### src/rtl/ex_unit_pkg.sv
// Shared types and constants for the execute stage: bus layouts toward ID/ME,
// memory-size encoding, exception codes and the divider state encoding.
package ex_unit_pkg;

    localparam int ID_TO_EX_BUS_SIZE = 214;
    localparam int EX_TO_ME_BUS_SIZE = 131;

    localparam logic [5:0] ECODE_ALE = 6'h09;

    localparam logic [1:0] MSIZE_B = 2'b00;
    localparam logic [1:0] MSIZE_H = 2'b01;
    localparam logic [1:0] MSIZE_W = 2'b10;

    // alu_op bits: 0 add, 1 sub, 2 slt, 3 sltu, 4 and, 5 or, 6 nor, 7 xor,
    //              8 sll, 9 srl, 10 sra, 11 lui (src2 already holds imm<<12)
    // md_op bits:  0 mul.w, 1 mulh.w, 2 mulhu.w, 3 div.w, 4 mod.w, 5 div.wu, 6 mod.wu
    typedef struct packed {
        logic        excp_en;
        logic [5:0]  excp_num;
        logic [13:0] csr_num;
        logic        csr_we;
        logic [31:0] csr_wvalue;
        logic        inst_ertn;
        logic [11:0] alu_op;
        logic [6:0]  md_op;
        logic        mem_en;
        logic        mem_we;
        logic [1:0]  mem_size;
        logic        mem_sign;
        logic [31:0] src1;
        logic [31:0] src2;
        logic [31:0] rkd_value;
        logic [31:0] pc;
        logic        res_from_mem;
        logic        gr_we;
        logic [4:0]  dest;
    } id_ex_bus_t;

    typedef struct packed {
        logic        excp_en;
        logic [5:0]  excp_num;
        logic [13:0] csr_num;
        logic        csr_we;
        logic [31:0] csr_wvalue;
        logic        inst_ertn;
        logic [4:0]  dest_flag;
        logic [31:0] pc;
        logic [31:0] ex_result;
        logic        res_from_mem;
        logic        gr_we;
        logic [4:0]  dest;
    } ex_me_bus_t;

    typedef enum logic [1:0] {
        DIV_IDLE = 2'd0,
        DIV_CALC = 2'd1,
        DIV_DONE = 2'd2
    } div_state_e;

endpackage

### src/rtl/ex_unit_div.sv
// Iterative restoring divider: one quotient bit per cycle over magnitudes,
// sign fixup and divide-by-zero override applied on the held result.
module ex_div
    import ex_unit_pkg::*;
#(
    parameter int W = 32
) (
    input  logic         clk,
    input  logic         reset,
    input  logic         flush,
    input  logic         start,
    input  logic         is_signed,
    input  logic         is_mod,
    input  logic [W-1:0] dividend,
    input  logic [W-1:0] divisor,
    input  logic         take,
    output logic         done,
    output logic [W-1:0] result
);
    localparam int CW = $clog2(W);

    div_state_e    state, state_nxt;
    logic [CW-1:0] cnt;
    logic [W-1:0]  quo, rem, dsr, dvd;
    logic          neg_q, neg_r, by_zero, mod_sel;
    logic [W:0]    diff;
    logic          step_bit;
    logic [W-1:0]  quo_fix, rem_fix;

    // State register; a flush abandons any division in flight
    always_ff @(posedge clk) begin
        if (reset || flush) state <= DIV_IDLE;
        else                state <= state_nxt;
    end

    // Next state: IDLE -> CALC for W steps -> DONE until ME takes the result
    always_comb begin
        state_nxt = state;
        unique case (state)
            DIV_IDLE: if (start) state_nxt = DIV_CALC;
            DIV_CALC: if (cnt == CW'(W - 1)) state_nxt = DIV_DONE;
            DIV_DONE: if (take) state_nxt = DIV_IDLE;
            default:  state_nxt = DIV_IDLE;
        endcase
    end

    // Outputs: result is valid only while parked in DONE
    always_comb begin
        done = (state == DIV_DONE);
    end

    // Datapath: latch magnitudes on start, then shift/subtract once per CALC cycle
    always_ff @(posedge clk) begin
        if (state == DIV_IDLE && start) begin
            quo     <= (is_signed && dividend[W-1]) ? -dividend : dividend;
            dsr     <= (is_signed && divisor[W-1])  ? -divisor  : divisor;
            rem     <= '0;
            cnt     <= '0;
            dvd     <= dividend;
            neg_q   <= is_signed && (dividend[W-1] ^ divisor[W-1]);
            neg_r   <= is_signed && dividend[W-1];
            by_zero <= (divisor == '0);
            mod_sel <= is_mod;
        end else if (state == DIV_CALC) begin
            rem <= step_bit ? diff[W-1:0] : {rem[W-2:0], quo[W-1]};
            quo <= {quo[W-2:0], step_bit};
            cnt <= cnt + 1'b1;
        end
    end

    // Trial subtraction; a clear borrow bit means the divisor fits
    assign diff     = {rem, quo[W-1]} - {1'b0, dsr};
    assign step_bit = ~diff[W];

    assign quo_fix = neg_q ? -quo : quo;
    assign rem_fix = neg_r ? -rem : rem;
    assign result  = by_zero ? (mod_sel ? dvd : {W{1'b1}})
                             : (mod_sel ? rem_fix : quo_fix);

endmodule

### src/rtl/ex_unit.sv
// Execute stage: ALU, multiplier, iterative divider, data SRAM request and
// misaligned-access exception, with valid/allow-in handshake to ID and ME.
module ex_unit
    import ex_unit_pkg::*;
#(
    parameter int         DIV_W    = 32,
    parameter logic [5:0] EXCP_ALE = ECODE_ALE
) (
    input  logic                         clk,
    input  logic                         reset,
    input  logic                         ID_to_EX_Valid,
    input  logic [ID_TO_EX_BUS_SIZE-1:0] ID_to_EX_Bus,
    output logic                         EX_Allow_in,
    input  logic                         ME_Allow_in,
    output logic                         EX_to_ME_Valid,
    output logic [EX_TO_ME_BUS_SIZE-1:0] EX_to_ME_Bus,
    output logic [4:0]                   EX_dest,
    output logic [31:0]                  EX_Forward_Res,
    output logic                         EX_Load_op,
    input  logic                         ME_Sys_op,
    input  logic                         excp_flush,
    input  logic                         ertn_flush,
    output logic                         data_sram_en,
    output logic [3:0]                   data_sram_we,
    output logic [31:0]                  data_sram_addr,
    output logic [31:0]                  data_sram_wdata
);
    id_ex_bus_t        bus;
    ex_me_bus_t        obus;
    logic              ex_valid, ready_go, flush;
    logic              is_mul, is_div, div_done;
    logic [31:0]       div_res, alu_res, mul_res, ex_result;
    logic [31:0]       add_res, addr;
    logic [4:0]        sa;
    logic signed [32:0] ma, mb;
    logic signed [63:0] prod;
    logic              ale, final_excp, is_load;
    logic [4:0]        dest_flag;
    logic [3:0]        strobe;
    logic              req;

    assign flush = excp_flush | ertn_flush;

    // Stage valid: cleared by flush, otherwise follows ID whenever we accept
    always_ff @(posedge clk) begin
        if (reset || flush)   ex_valid <= 1'b0;
        else if (EX_Allow_in) ex_valid <= ID_to_EX_Valid;
    end

    // Instruction fields captured on an accepted handoff
    always_ff @(posedge clk) begin
        if (reset)                              bus <= '0;
        else if (ID_to_EX_Valid && EX_Allow_in) bus <= id_ex_bus_t'(ID_to_EX_Bus);
    end

    assign is_mul         = |bus.md_op[2:0];
    assign is_div         = |bus.md_op[6:3];
    assign ready_go       = !is_div || div_done;
    assign EX_Allow_in    = !ex_valid || (ready_go && ME_Allow_in);
    assign EX_to_ME_Valid = ex_valid && ready_go;

    assign add_res = bus.src1 + bus.src2;
    assign sa      = bus.src2[4:0];

    // One-hot ALU select; each op contributes only when its bit is set
    always_comb begin
        alu_res = '0;
        if (bus.alu_op[0])  alu_res |= add_res;
        if (bus.alu_op[1])  alu_res |= bus.src1 - bus.src2;
        if (bus.alu_op[2])  alu_res |= {31'b0, $signed(bus.src1) < $signed(bus.src2)};
        if (bus.alu_op[3])  alu_res |= {31'b0, bus.src1 < bus.src2};
        if (bus.alu_op[4])  alu_res |= bus.src1 & bus.src2;
        if (bus.alu_op[5])  alu_res |= bus.src1 | bus.src2;
        if (bus.alu_op[6])  alu_res |= ~(bus.src1 | bus.src2);
        if (bus.alu_op[7])  alu_res |= bus.src1 ^ bus.src2;
        if (bus.alu_op[8])  alu_res |= bus.src1 << sa;
        if (bus.alu_op[9])  alu_res |= bus.src1 >> sa;
        if (bus.alu_op[10]) alu_res |= $signed(bus.src1) >>> sa;
        if (bus.alu_op[11]) alu_res |= bus.src2;
    end

    // 33x33 signed multiply; mulhu zero-extends so one multiplier serves all three
    assign ma      = {bus.md_op[2] ? 1'b0 : bus.src1[31], bus.src1};
    assign mb      = {bus.md_op[2] ? 1'b0 : bus.src2[31], bus.src2};
    assign prod    = ma * mb;
    assign mul_res = bus.md_op[0] ? prod[31:0] : prod[63:32];

    ex_div #(.W(DIV_W)) u_div (
        .clk       (clk),
        .reset     (reset),
        .flush     (flush),
        .start     (ex_valid && is_div && !flush),
        .is_signed (bus.md_op[3] | bus.md_op[4]),
        .is_mod    (bus.md_op[4] | bus.md_op[6]),
        .dividend  (bus.src1),
        .divisor   (bus.src2),
        .take      (EX_to_ME_Valid && ME_Allow_in),
        .done      (div_done),
        .result    (div_res)
    );

    assign ex_result = is_div ? div_res : (is_mul ? mul_res : alu_res);

    // Memory access: alignment check, load extension flags, store lanes
    assign addr       = add_res;
    assign ale        = bus.mem_en && (((bus.mem_size == MSIZE_H) && addr[0]) ||
                                       ((bus.mem_size == MSIZE_W) && (addr[1:0] != 2'b00)));
    assign final_excp = bus.excp_en || ale;
    assign is_load    = bus.mem_en && !bus.mem_we;
    assign dest_flag  = (is_load && bus.mem_size != MSIZE_W)
                      ? {bus.mem_sign, bus.mem_size == MSIZE_B, bus.mem_size == MSIZE_H, addr[1:0]}
                      : 5'b00000;

    // Byte strobes by access size and offset
    always_comb begin
        strobe = 4'hF;
        if (bus.mem_size == MSIZE_B)      strobe = 4'b0001 << addr[1:0];
        else if (bus.mem_size == MSIZE_H) strobe = addr[1] ? 4'b1100 : 4'b0011;
    end

    // Request fires once, on the cycle the instruction hands off to ME
    assign req = ex_valid && bus.mem_en && !final_excp && !ME_Sys_op && !flush &&
                 ready_go && ME_Allow_in;

    assign data_sram_en    = req;
    assign data_sram_we    = (req && bus.mem_we) ? strobe : 4'b0000;
    assign data_sram_addr  = {addr[31:2], 2'b00};
    assign data_sram_wdata = (bus.mem_size == MSIZE_B) ? {4{bus.rkd_value[7:0]}}  :
                             (bus.mem_size == MSIZE_H) ? {2{bus.rkd_value[15:0]}} :
                                                         bus.rkd_value;

    // Outgoing bus; an upstream exception keeps its own code
    always_comb begin
        obus.excp_en      = final_excp;
        obus.excp_num     = bus.excp_en ? bus.excp_num : (ale ? EXCP_ALE : bus.excp_num);
        obus.csr_num      = bus.csr_num;
        obus.csr_we       = bus.csr_we;
        obus.csr_wvalue   = bus.csr_wvalue;
        obus.inst_ertn    = bus.inst_ertn;
        obus.dest_flag    = dest_flag;
        obus.pc           = bus.pc;
        obus.ex_result    = ex_result;
        obus.res_from_mem = bus.res_from_mem;
        obus.gr_we        = bus.gr_we;
        obus.dest         = bus.dest;
    end

    assign EX_to_ME_Bus   = obus;
    assign EX_dest        = (ex_valid && bus.gr_we) ? bus.dest : 5'd0;
    assign EX_Forward_Res = {32{bus.gr_we}} & ex_result;
    assign EX_Load_op     = ex_valid && bus.res_from_mem;

endmodule

### config.mk
export PLATFORM = sky130hd
export DESIGN_NAME = ex_unit
export DESIGN_NICKNAME = d
export VERILOG_FILES = /design/src/rtl/ex_unit_pkg.sv /design/src/rtl/ex_unit_div.sv /design/src/rtl/ex_unit.sv
export SDC_FILE = /design/constraint.sdc
export NUM_CORES = 2
export LEC_CHECK = 0
export ABC_AREA = 1
export CORE_ASPECT_RATIO = 0.8
export CORE_MARGIN = 3
export CORE_UTILIZATION = 41
export CTS_CLUSTER_SIZE = 20
export DETAILED_ROUTE_END_ITERATION = 6
export PLACE_DENSITY_LB_ADDON = 0.25
export SYNTH_ARGS = -nofsm -noshare
export SYNTH_HDL_FRONTEND = slang
export SYNTH_SLANG_ARGS = --single-unit
### constraint.sdc
create_clock -name clk -period 23.3 [get_ports clk]
set_clock_uncertainty 0.05 [all_clocks]
set_input_delay 2.33 -clock clk [delete_from_list [all_inputs] [get_ports clk]]
set_output_delay 2.33 -clock clk [all_outputs]
set_load 0.01 [all_outputs]
==> metrics.md <==
| Metric | Value |
|---|---|
| Fin nets | 11300 |
| R2r setup slk | 17.14 ns |
| DIE HEIGHT | 372 um |
| Share of cells above drive strength 1 | 3.47% |
| Worst Path Required | 20.92 ns |
| Number of vias per cell | 5.64 |
| RR Endpoint | u_div.dsr[31] |
| Clock Latency Late Sink | 0.70 ns |
| WS Path Type | reg2out |
| Reg2Reg Depth | 14 |
| Root buffer cell | clkbuf_16 |
| P_leak | 37.6 nW |
| Min Clock Period, post-route | 14.33 ns |
| Yosys cell types | 67 |
| Final Setup Violations | 0 |
| Max_cap viols | 0 |
| Main synth FF type | dfxtp_1 |
| Critical Path End Type | output port |
| Critical Path Start Type | flop |
| Average wire per standard cell | 29.3 um |
| Worst r2r src | bus[72] |
| # port buffers | 458 |
| Cell area after synthesis | 0.0686 mm^2 |
| Post-synthesis sequential area ratio | 11.8% |
| Initial Util | 41.5% |
| 1st-pass router iterations | 6 |
| I/O Pins | 461 |
| Worst slew margin | 11.5% |
| Final hold vios | 0 |
| Clock tree sinks | 354 |
| Antenna violations before repair | 29 |
| Status | finished clean |
| Number of synthesized register bits | 354 |
| Ys async rst share | 0% |
| Vias | 66800 |
| Util after Layout | 45.9% |
| Largest net degree at the start of global routing | 97 |
| Tcrit/Tclk final | 61.5% |
| Met3 routed WL | 43400 um |
| CTS H-tree lvls | 2 |
| Post-CTS Resized | 0 |
| Maximum clock rate | 0.0698 GHz |
| Slew Limit Fails | 0 |
| Total global-route track usage | 39.8% |
| Met2 routed WL | 140000 um |
| Peak VDD IR | 0.145 mV |
| Core Area | 0.165 mm^2 |
| Hold WC Path Type | reg2reg |
| Max Fanout on Critical Path | 37 |
| HPWL Detailed | 280000 um |
| Vias in the first global route | 65600 |
| Num CTS Buffers | 44 |
| Synth-to-Final Area Change | 10.6% |
| # rows | 133 |
| DIE AREA | 0.172 mm^2 |
| Number of flops mapped to enable cells by yosys | 100 |
| GPL Wtd Cong | 1.11 |
| TritonCTS clock tree | done |
| P per Cell Area | 117 mW/mm^2 |
| Post-CTS setup buffers | 0 |
| Yosys warning total | 0 |
| Total Wirelength | 347000 um |
| DRC viols | 0 |
| Mapped Avg Cell Area | 7.20 um^2 |
| Setup TNS | 0 ns |
| Syn Inst Count | 9530 |
| Final ANT Viol Nets | 0 |
| Die Wd | 463 um |
| Met1 Wirelength | 151000 um |
| Worst setup path start | bus[134] |
| Remaining Overflow, GRT | 0 |
| Wire length of the first global-routing pass | 489000 um |
| Top sig layer | met5 |
| Worst setup path end | EX_Forward_Res[10] |
| Slew @ Worst Pin | 1.32 ns |
| Max clock buf depth | 3 |
| Clock-pin slew on the worst setup and hold paths | 0.06 ns |
| CTS Hold Bufs | 0 |
| Arr. time, crit path | 11.95 ns |
| DRT iter0 DRCs | 8567 |
| RSZ-0062 raised after global routing | no |
[worst min path at each step]
stage	start	end	slack, ns	cells past startpoint
6_report	bus[103]	u_div.dvd[0]	0.39	0
5_1_grt	bus[103]	u_div.dvd[0]	0.40	0
4_1_cts	bus[103]	u_div.dvd[0]	0.39	0
3_5_place_dp	bus[103]	u_div.dvd[0]	0.37	0
3_3_place_gp	bus[103]	u_div.dvd[0]	0.37	0
2_1_floorplan	bus[207]	bus[207]	0.38	2
[where the power goes]
group          total [W]  internal [W]  switching [W]
sequential      0.000774      0.000683      0.0000909
combinational    0.00741       0.00208        0.00533
clock           0.000735      0.000401       0.000334
total            0.00892       0.00317        0.00575
[Yosys cell counts (78+ instances only)]
| library cell | instances | share of area, % |
|---|---|---|
| inv_1 | 1961 | 11 |
| nand3_1 | 388 | 2.8 |
| ha_1 | 347 | 6.3 |
| buf_1 | 85 | 0.47 |
| fa_1 | 1128 | 33 |
| edfxtp_1 | 100 | 4.4 |
| nand2_1 | 2238 | 12 |
| xor2_1 | 96 | 1.2 |
| buf_2 | 94 | 0.69 |
| nor2_1 | 787 | 4.3 |
| a21oi_1 | 439 | 3.2 |
| o211ai_1 | 94 | 1.0 |
| clkbuf_1 | 299 | 1.6 |
| o21ai_0 | 553 | 4.0 |
| dfxtp_1 | 254 | 7.4 |
| o21ai_1 | 78 | 0.57 |
| buf_4 | 110 | 1.2 |
[per-layer routing]
layer,global-route usage (%),vias to the layer above
met3,12.6,540
met1,57.6,33300
met5,0,-
li1,-,29000
met2,56.2,4046
met4,11.7,14
[cell families after synthesis]
logic type	synth area share, %
compound gates	11.0
xor+xnor	1.43
fa+ha+maj	39.2
buf+inv	14.9
flops	11.8
mux	0.175
other cells	0.00547
simple gates	21.4
[registers in the layout, summed over array words and instances, names as in the netlist]
name           flops
EX_to_ME_Bus      87
bus              127
ex_valid           1
u_div.by_zero      1
u_div.cnt          5
u_div.dsr         32
u_div.dvd         32
u_div.mod_sel      1
u_div.neg_q        1
u_div.neg_r        1
u_div.quo         32
u_div.rem         32
u_div.state        2
[worst max-delay path, cell delays in order, from the launching register on]
cell and delay, ns:
dfxtp_2 0.31, buf_4 0.56, nand2_2 0.26, nor2_1 0.36, fa_1 0.60, fa_1 0.67, fa_1 0.55, inv_1 0.50
fa_1 0.52, inv_1 0.09, fa_1 0.45, fa_1 0.54, fa_1 0.52, inv_1 0.05, fa_1 0.47, inv_1 0.05
ha_1 0.39, a21oi_1 0.34, o21ai_0 0.24, a21oi_1 0.41, o21ai_0 0.28, inv_1 0.11, nand3_1 0.37, o21ai_0 1.07
nand3_1 0.40, nand2_1 0.43, a21oi_1 0.12, clkdlybuf4s50_1 0.52
[cell type report]
cell class	instances	area [um^2]
tap	2227	2790
inverter	1989	7470
timing repair buffer	600	5680
clock buffer	65	1210
multi-input combinational	6595	50300
antenna	14	35.0
fill	17200	89300
clock inverter	16	238
sequential	354	8180
[placed cells by master, fill, tap and decap left out, drive strengths merged, types with 27 or more instances in the layout]
master	netlist	layout
a21oi	440	440
buf	291	142
clkbuf	302	65
clkdlybuf4s50	0	458
dfxtp	254	254
edfxtp	100	100
fa	1128	1128
ha	347	347
inv	1978	1981
nand2	2241	2241
nand3	391	391
nand4	56	56
nor2	797	797
nor3	71	71
o211ai	94	94
o21ai	633	633
o21bai	35	35
o22ai	28	28
or2	27	27
xor2	96	96
[metrics by stage]
stage          instances  setup slack (ns)  power, W  cell area (um^2)  hold WS, ns
2_1_floorplan       9531             13.25   0.00476             68600        0.380
3_3_place_gp       11800             10.14   0.00796             74400        0.367
3_5_place_dp       11800             10.21   0.00790             74400        0.373
4_1_cts            11800              9.47   0.00867             75900        0.392
5_1_grt            11900              9.04   0.00940             75900        0.400
6_report           11900              8.97   0.00892             75900        0.391
Power figures use the tool's default switching activity.
